--- src/rtl/zx_clk_reset_ce.sv ---
// zx_clk_reset_ce
//   Reset and clock-enable generator for the ZX81 core on the 52 MHz system
//   clock (PLL outclk_0). The PLL lock flag is synchronised and turned into a
//   clean core reset. The reset is held for HOLD_CYCLES clocks after lock or
//   after a soft reset request. While the core runs, the block produces
//   single-cycle enables at 13 MHz, 6.5 MHz and 3.25 MHz.
//
// Parameters
//   HOLD_CYCLES  clocks that sys_rst stays high after lock or soft reset (>=1)
//   HOLD_W       hold counter width, 2**HOLD_W > HOLD_CYCLES
//
// Ports
//   clk           in   52 MHz system clock
//   rst           in   asynchronous active-high reset
//   pll_locked    in   PLL lock flag, asynchronous to clk
//   soft_rst_req  in   synchronous one-cycle core reset request
//   turbo         in   CPU double speed (only with ZX_CE_TURBO_EN)
//   sys_rst       out  synchronous active-high core reset
//   ce_13m        out  enable, 1 of every 4 clk
//   ce_6m5        out  enable, 1 of every 8 clk
//   ce_cpu        out  CPU enable, 1 of every 16 clk (1 of 8 in turbo)
//
// Build option
//   ZX_CE_TURBO_EN  adds the turbo port. The turbo setting is sampled on
//                   16-cycle boundaries, so the CPU rate never changes in the
//                   middle of a window.

module zx_clk_reset_ce #(
  parameter int unsigned HOLD_CYCLES = 65536,
  parameter int unsigned HOLD_W      = 17
) (
  input  logic clk,
  input  logic rst,
  input  logic pll_locked,
  input  logic soft_rst_req,
`ifdef ZX_CE_TURBO_EN
  input  logic turbo,
`endif
  output logic sys_rst,
  output logic ce_13m,
  output logic ce_6m5,
  output logic ce_cpu
);

  typedef enum logic [1:0] {
    WAIT_LOCK = 2'd0,
    HOLD      = 2'd1,
    RUN       = 2'd2
  } state_e;

  localparam logic [HOLD_W-1:0] HOLD_LAST = HOLD_W'(HOLD_CYCLES - 1);

  state_e            state_q, state_d;
  logic              sync1_q;
  logic              lock_s_q;
  logic [HOLD_W-1:0] cnt_q, cnt_d;
  logic [3:0]        phase_q, phase_d;
  logic              run;

  always_comb begin
    state_d = state_q;
    cnt_d   = cnt_q;
    unique case (state_q)
      WAIT_LOCK: begin
        cnt_d = '0;
        if (lock_s_q) begin
          state_d = HOLD;
        end
      end
      HOLD: begin
        if (!lock_s_q) begin
          state_d = WAIT_LOCK;
          cnt_d   = '0;
        end else if (soft_rst_req) begin
          cnt_d = '0;
        end else if (cnt_q == HOLD_LAST) begin
          state_d = RUN;
          cnt_d   = '0;
        end else begin
          cnt_d = cnt_q + HOLD_W'(1);
        end
      end
      RUN: begin
        // Lock loss takes priority over a simultaneous soft reset request.
        if (!lock_s_q) begin
          state_d = WAIT_LOCK;
          cnt_d   = '0;
        end else if (soft_rst_req) begin
          state_d = HOLD;
          cnt_d   = '0;
        end
      end
      default: begin
        state_d = WAIT_LOCK;
        cnt_d   = '0;
      end
    endcase
  end

  // The phase restarts at 0 on every entry into RUN.
  always_comb begin
    phase_d = '0;
    if (state_q == RUN && state_d == RUN) begin
      phase_d = phase_q + 4'd1;
    end
  end

`ifdef ZX_CE_TURBO_EN
  logic turbo_q, turbo_d;

  // Sample turbo only on a window boundary, or at any time while the core is
  // held in reset, so that a CPU cycle is never shortened.
  always_comb begin
    turbo_d = turbo_q;
    if (state_q != RUN || phase_q == 4'hF) begin
      turbo_d = turbo;
    end
  end

  always_ff @(posedge clk or posedge rst) begin
    if (rst) begin
      turbo_q <= 1'b0;
    end else begin
      turbo_q <= turbo_d;
    end
  end
`endif

  always_ff @(posedge clk or posedge rst) begin
    if (rst) begin
      sync1_q  <= 1'b0;
      lock_s_q <= 1'b0;
      state_q  <= WAIT_LOCK;
      cnt_q    <= '0;
      phase_q  <= '0;
    end else begin
      sync1_q  <= pll_locked;
      lock_s_q <= sync1_q;
      state_q  <= state_d;
      cnt_q    <= cnt_d;
      phase_q  <= phase_d;
    end
  end

  // Outputs are decoded only from registers. Leaving RUN drops every enable
  // on the same cycle that sys_rst rises.
  assign run     = (state_q == RUN);
  assign sys_rst = !run;
  assign ce_13m  = run && (phase_q[1:0] == 2'b11);
  assign ce_6m5  = run && (phase_q[2:0] == 3'b111);
`ifdef ZX_CE_TURBO_EN
  assign ce_cpu  = run && (turbo_q ? (phase_q[2:0] == 3'b111) : (phase_q == 4'hF));
`else
  assign ce_cpu  = run && (phase_q == 4'hF);
`endif

endmodule
--- config.mk ---
export PLATFORM = sky130hd
export DESIGN_NAME = zx_clk_reset_ce
export DESIGN_NICKNAME = d
export VERILOG_FILES = /design/src/rtl/zx_clk_reset_ce.sv
export SDC_FILE = /design/constraint.sdc
export NUM_CORES = 1
export LEC_CHECK = 0
export CORE_ASPECT_RATIO = 0.9
export CORE_MARGIN = 1.5
export CORE_UTILIZATION = 55
export DETAILED_ROUTE_END_ITERATION = 10
export DONT_BUFFER_PORTS = 1
export GPL_TIMING_DRIVEN = 1
export PLACE_DENSITY_LB_ADDON = 0.12
export SLEW_MARGIN = 15
export SYNTH_ARGS = -nofsm -noshare
export SYNTH_HDL_FRONTEND = slang
export SYNTH_SLANG_ARGS = --single-unit
--- constraint.sdc ---
create_clock -name clk -period 2.1 [get_ports clk]
set_input_delay 0.105 -clock clk [delete_from_list [all_inputs] [get_ports clk]]
set_output_delay 0.105 -clock clk [all_outputs]
set_load 0.01 [all_outputs]
==> impl_metrics.yaml, run 1 <==
route:
  postRouteAntennaNets: 0
  drt_iter0_drc: 65
  dr_total_vias: 1092
  routedWlPerCell_um: 17.7
  drtPass1Iterations: 4
  vias_per_cell: 6.58
  drt_wl_total_um: 2940
  remaining_drc_errors: 0
place:
  pre_cts_slack_ns: 0.168
  portBuffers: 0
  dp_hpwl_um: 2040
  placed_area_mm2: 0.00136
  gp_congestion: 0.910
floorplanning:
  coreArea_mm2: 0.00222
  die_w_um: 54.7
  fp-row-count: 16
  start_util_pct: 59.5
  ios: 8
  die_h_um: 49.5
  design.die.area_mm2: 0.00271
timing:
  timing.hold.ws_ns: 0.0756
  slew_headroom_pct: 40.3
  skew_ns: 0.0154
  report.final.slew_viol_count: 0
  tightest_slew_ns: 0.895
  clock.fmax_ghz: 0.535
  period_needed_ns: 1.87
  finalCritPeriodShare_pct: 88.9
  timing.final.ws_setup_ns: 0.232
  finalSetupViolations: 0
  finalHoldViolCount: 0
  setup_tns_ns: 0
  rsz0062_at_grt: "no"
synth:
  synth_seq_cells: 25
  synth_fp_nets: 142
  ys_top_cells_by_count: "dfrtp_1, nand3_1, o21ai_0"
  synth_largest_area_cell: "dfrtp_1"
  syn_inst: 135
  ys_seq_area_share_pct: 47.3
  syn_avg_cell_area_um2: 9.80
  ys_top_cells_by_area: "dfrtp_1, nand3_1, o21ai_0, a22o_1, ha_1"
  synthArstFlopShare_pct: 100
  synth_top_area_share_pct: 47.3
  synthDistinctLibCells: 38
  synthFlopType: "dfrtp_1"
  netlist_area_mm2: 0.00132
  synth_edf_count: 0
  yosysWarnings: 0
  yosysMostFrequentCell: "dfrtp_1"
critical_path:
  worst-path-buf-inv: 0
  worst-r2r-cell-count: 5
  crit_fanout: 8
  r2r_end: "cnt_q[9]"
  crit_family: "simple AND/OR/NAND/NOR gates"
  path_depth: 5
  critPathLaunch: "cnt_q[0]"
  cp-start-kind: "flop"
  slowest_stage: "or4_4"
  cp.arrival_ns: 2.08
  r2r-start: "cnt_q[0]"
  critical_path.endpoint_type: "flop"
  critical_path_class: "flop to flop"
  reg2reg_slack_ns: 0.23
  cp_cell_sequence: "ha_1 > nand4b_1 > or4_4 > a31o_1 > a22o_1"
  critPathMaxStageDelay_ns: 0.51
  cp.required_ns: 2.31
min_path:
  min_path_type: "input pin to flop"
  worstHoldPathCells: 3
  worst_hold_path.endpoint: "cnt_q[4]"
  holdCritStartpoint: "soft_rst_req"
clocking:
  root_buffer: "clkbuf_4"
  clock_path_buffers: 2
  numCtsBuffers: 3
  clkLatencyLatePin_ns: 0.32
  cts_tree: "yes"
  cts.sinks: 25
  h-tree-depth: 1
  clkTransAtPathRegs_ns: 0.14
power_and_ir_drop:
  power_density_mw_per_mm2: 521
  p_sw_share_pct: 22.6
  p_switching_w: 0.000167
  seq_power_share_pct: 66.2
  p_leak_nw: 0.605
  ir_worst_vdd_mv: 0.435
  p_int_w: 0.000573
  p_comb_share_pct: 4.6
  power_frac_clock_pct: 29.2
outcome:
  status: "complete, no violations"
global_routing:
  globalRoute.totalOverflow: 0
  grt_usage_pct: 25.0
  grt_pass1_wl_um: 4840
  grt_max_degree: 26
  antenna_found_initial: 0
  grt_pass1_vias: 1002
final_layout:
  drive_above_1_share_pct: 8.63
  fillCellCount: 161
  syn2layout_area_growth_pct: 7.47
  n_antenna_cell: 0
  final_area_mm2: 0.00142
  final_nets: 147
run:
  maxCapViolCount: 0
-- repair_timing --
action,4_1_cts,5_1_grt
setup buffers,0,0
endpoints found under the hold margin,27,0
endpoints found under the setup margin,0,3
hold buffers,3,0
resized for setup,0,2
-- kinds of logic (layout without fill, tap and decap cells) --
logic type / Yosys count / after routing / synth area share (%)
AOI/OAI and AO/OA: 33 / 33 / 16.9
and+or+nand+nor: 59 / 59 / 27.4
DFF: 25 / 25 / 47.3
xor gates and xnor gates: 3 / 3 / 1.99
adders and majority gates: 3 / 3 / 2.84
buffers and inverters: 12 / 16 / 3.50
-- worst max-delay path by stage --
stage                     end
floorplan            cnt_q[9]
global placement    cnt_q[13]
detailed placement  cnt_q[13]
CTS                  cnt_q[9]
global route         cnt_q[9]
finish               cnt_q[9]
-- worst min-delay path, cell delays in order --
cell and delay, ns:
nor4bb_1 0.05, nand2_2 0.14, o31ai_1 0.08
-- cell type report --
class / count / area [µm²] / area share [%]
sequential: 25 / 626 / 44.0
multi-input combinational: 98 / 657 / 46.2
timing repair buffer: 7 / 60.1 / 4.23
clock buffer: 4 / 26.3 / 1.85
tap: 27 / 33.8 / 2.38
inverter: 5 / 18.8 / 1.32
-- metal layers --
metal	part of all wire, %	vias to the layer above	GRT usage [%]
met3	8.0	4	5.45
met4	0.85	0	5.83
li1	-	523	-
met5	0	-	0
met2	46	44	35.7
met1	45	521	38.2
-- state kept, by name, indices dropped and copies added, names as in the netlist --
signal    flops
state_q       2
cnt_q        17
sync1_q       1
phase_q       4
lock_s_q      1
-- power by group through the flow --
| stage | clock [W] | sequential, W | combinational (W) |
|---|---|---|---|
| after CTS | 0.000221 | 0.000490 | 0.0000340 |
| after detailed placement | 0 | 0.000499 | 0.0000295 |
| after global placement | 0 | 0.000499 | 0.0000286 |
| after global routing | 0.000239 | 0.000491 | 0.0000385 |
| after floorplan | 0 | 0.000498 | 0.0000211 |
| final | 0.000216 | 0.000490 | 0.0000340 |
-- placed cells by master, fill, tap and decap left out, types with 2 or more instances in the layout --
| cell | n |
|---|---|
| inv_1 | 5 |
| xor2_1 | 2 |
| and4_1 | 2 |
| a22o_1 | 5 |
| dfrtp_1 | 25 |
| nor2_1 | 8 |
| dlygate4sd3_1 | 3 |
| nand3_1 | 11 |
| and3_1 | 2 |
| or3_1 | 2 |
| clkbuf_4 | 3 |
| o21ai_0 | 10 |
| o31ai_1 | 4 |
| and2_1 | 4 |
| ha_1 | 3 |
| buf_4 | 4 |
| a31oi_1 | 4 |
| nor4_1 | 3 |
| a31o_1 | 2 |
| or4_1 | 2 |
| nand2_1 | 7 |
| nand4_1 | 6 |
| a21oi_1 | 3 |
-- through the flow --
step,std cells,power [W],util (%)
after floorplan,135,0.000519,-
after global placement,159,0.000527,61.1
after detailed placement,159,0.000529,61.1
after CTS,166,0.000745,63.7
after global routing,166,0.000768,64.0
final,166,0.000740,64.0
Note: power is estimated with default switching activity, not from simulation.
==> inputs of run 2 (changes only) <==
--- a/config.mk
+++ b/config.mk
@@ -12,6 +12,7 @@
 export DONT_BUFFER_PORTS = 1
 export GPL_TIMING_DRIVEN = 1
 export PLACE_DENSITY_LB_ADDON = 0.12
+export RECOVER_POWER = 100
 export SLEW_MARGIN = 15
 export SYNTH_ARGS = -nofsm -noshare
 export SYNTH_HDL_FRONTEND = slang
==> run 2 against run 1 <==
Clock power barely moved. Critical path depth did not move. Fmax rose by 1.4%. Count of clock-buffer cells in the layout did not move. Cell area fell by 0.88%. Die area did not move. Largest cell class unchanged. Largest power group unchanged. Highest routed layer unchanged.
==> impl_metrics.yaml, run 2 (synthesized netlist as in run 1, its figures left out) <==
place:
  portBuffers: 0
  pre_cts_slack_ns: 0.168
  dp_hpwl_um: 2040
  gp_congestion: 0.910
final_layout:
  syn2layout_area_growth_pct: 6.53
  drive_above_1_share_pct: 6.47
  layout_common_cells: "dfrtp_1, nand3_1, o21ai_0, nor2_1, nand2_1"
  regMostFlops: "cnt_q"
  reg.largest.list: "cnt_q: 17 flops, phase_q: 4 flops, state_q: 2 flops"
  largest_reg_flops: 17
  final_nets: 147
  final_common_cell: "dfrtp_1"
  n_antenna_cell: 0
route:
  dr_total_vias: 1091
  drt_wl_total_um: 2930
  remaining_drc_errors: 0
  drt_iter0_drc: 66
  postRouteAntennaNets: 0
  vias_per_cell: 6.57
  routedWlPerCell_um: 17.7
  drtPass1Iterations: 4
critical_path:
  critical_path_class: "flop to flop"
  slowest_stage: "or4_4"
  cp.required_ns: 2.29
  cp_cell_sequence: "ha_1 > nand4b_1 > or4_4 > nand2_1 > o21ai_0"
  critPathMaxStageDelay_ns: 0.50
  reg2reg_slack_ns: 0.26
  worst-path-buf-inv: 0
  crit_fanout: 8
  cp-start-kind: "flop"
  crit_family: "simple AND/OR/NAND/NOR gates"
  critical_path.endpoint_type: "flop"
  cp.arrival_ns: 2.03
clocking:
  root_buffer: "clkbuf_4"
  h-tree-depth: 1
  clkTransAtPathRegs_ns: 0.14
  clock_path_buffers: 2
  clkLatencyLatePin_ns: 0.32
  cts_tree: "yes"
  numCtsBuffers: 3
  cts.sinks: 25
outcome:
  status: "complete, no violations"
global_routing:
  antenna_found_initial: 0
  globalRoute.totalOverflow: 0
  grt_usage_pct: 25.0
  grt_max_degree: 26
  grt_pass1_vias: 1002
  grt_pass1_wl_um: 4840
timing:
  rsz0062_at_grt: "no"
  timing.final.ws_setup_ns: 0.258
  period_needed_ns: 1.84
  finalSetupViolations: 0
  finalHoldViolCount: 0
  report.final.slew_viol_count: 0
  skew_ns: 0.0121
  slew_headroom_pct: 40.5
  finalCritPeriodShare_pct: 87.7
  clock.fmax_ghz: 0.543
  setup_tns_ns: 0
  tightest_slew_ns: 0.891
power_and_ir_drop:
  ir_worst_vdd_mv: 0.434
  power_density_mw_per_mm2: 523
  p_leak_nw: 0.597
run:
  maxCapViolCount: 0
min_path:
  min_path_type: "input pin to flop"
floorplanning:
  start_util_pct: 59.5
  ios: 8
  coreArea_mm2: 0.00222
  die_w_um: 54.7
  fp-row-count: 16
  design.die.area_mm2: 0.00271
  die_h_um: 49.5
[run 2: per-layer routing]
| layer | wire length [µm] | track usage [%] | vias to the layer above |
|---|---|---|---|
| li1 | - | - | 524 |
| met1 | 1390 | 38.2 | 523 |
| met2 | 1330 | 35.7 | 38 |
| met3 | 178 | 5.45 | 6 |
| met4 | 37 | 5.83 | 0 |
| met5 | 0 | 0 | - |
[run 2: timing repair]
| action | CTS | global route |
|---|---|---|
| hold endpoints to repair | 27 | 0 |
| buffers inserted | 0 | 0 |
| hold buffers | 3 | 0 |
| resized for setup | 0 | 2 |
| setup endpoints to repair | 0 | 3 |
[run 2: final timing paths]
check                      depth (start not counted)         end         start
hold / removal                                     3    cnt_q[4]  soft_rst_req
hold reg to reg                                    0    lock_s_q       sync1_q
setup / recovery                                   5    cnt_q[0]      cnt_q[0]
min in group asynchronous                          2  state_q[0]           rst
max in group asynchronous                          2   cnt_q[14]           rst
setup reg to reg                                   5    cnt_q[0]      cnt_q[0]
[run 2: layout make-up]
type                       count  area (µm²)
clock buffer                   4        26.3
multi-input combinational     98         648
inverter                       5        18.8
tap                           27        33.8
timing repair buffer           7        56.3
fill                         166         813
sequential                    25         626
[run 2: metrics by stage]
stage / hold slack (ns) / power [W] / util [%] / cell area [µm²] / instances
detailed placement: 0.136 / 0.000529 / 61.1 / 1360 / 159
CTS: 0.137 / 0.000745 / 63.7 / 1420 / 166
finish: 0.167 / 0.000736 / 63.4 / 1410 / 166
floorplan: 0.132 / 0.000519 / - / 1320 / 135
global route: 0.163 / 0.000768 / 63.4 / 1410 / 166
global placement: 0.136 / 0.000527 / 61.1 / 1360 / 159
[run 2: worst min-delay path, stage by stage]
cell and delay, ns:
nor4bb_1 0.04, nand2_1 0.22, o31ai_1 0.10
[run 2: where the power goes]
part	switching [W]	internal (W)
Combinational	0.0000211	0.0000128
Clock	0.000138	0.0000743
Sequential	0.00000434	0.000485
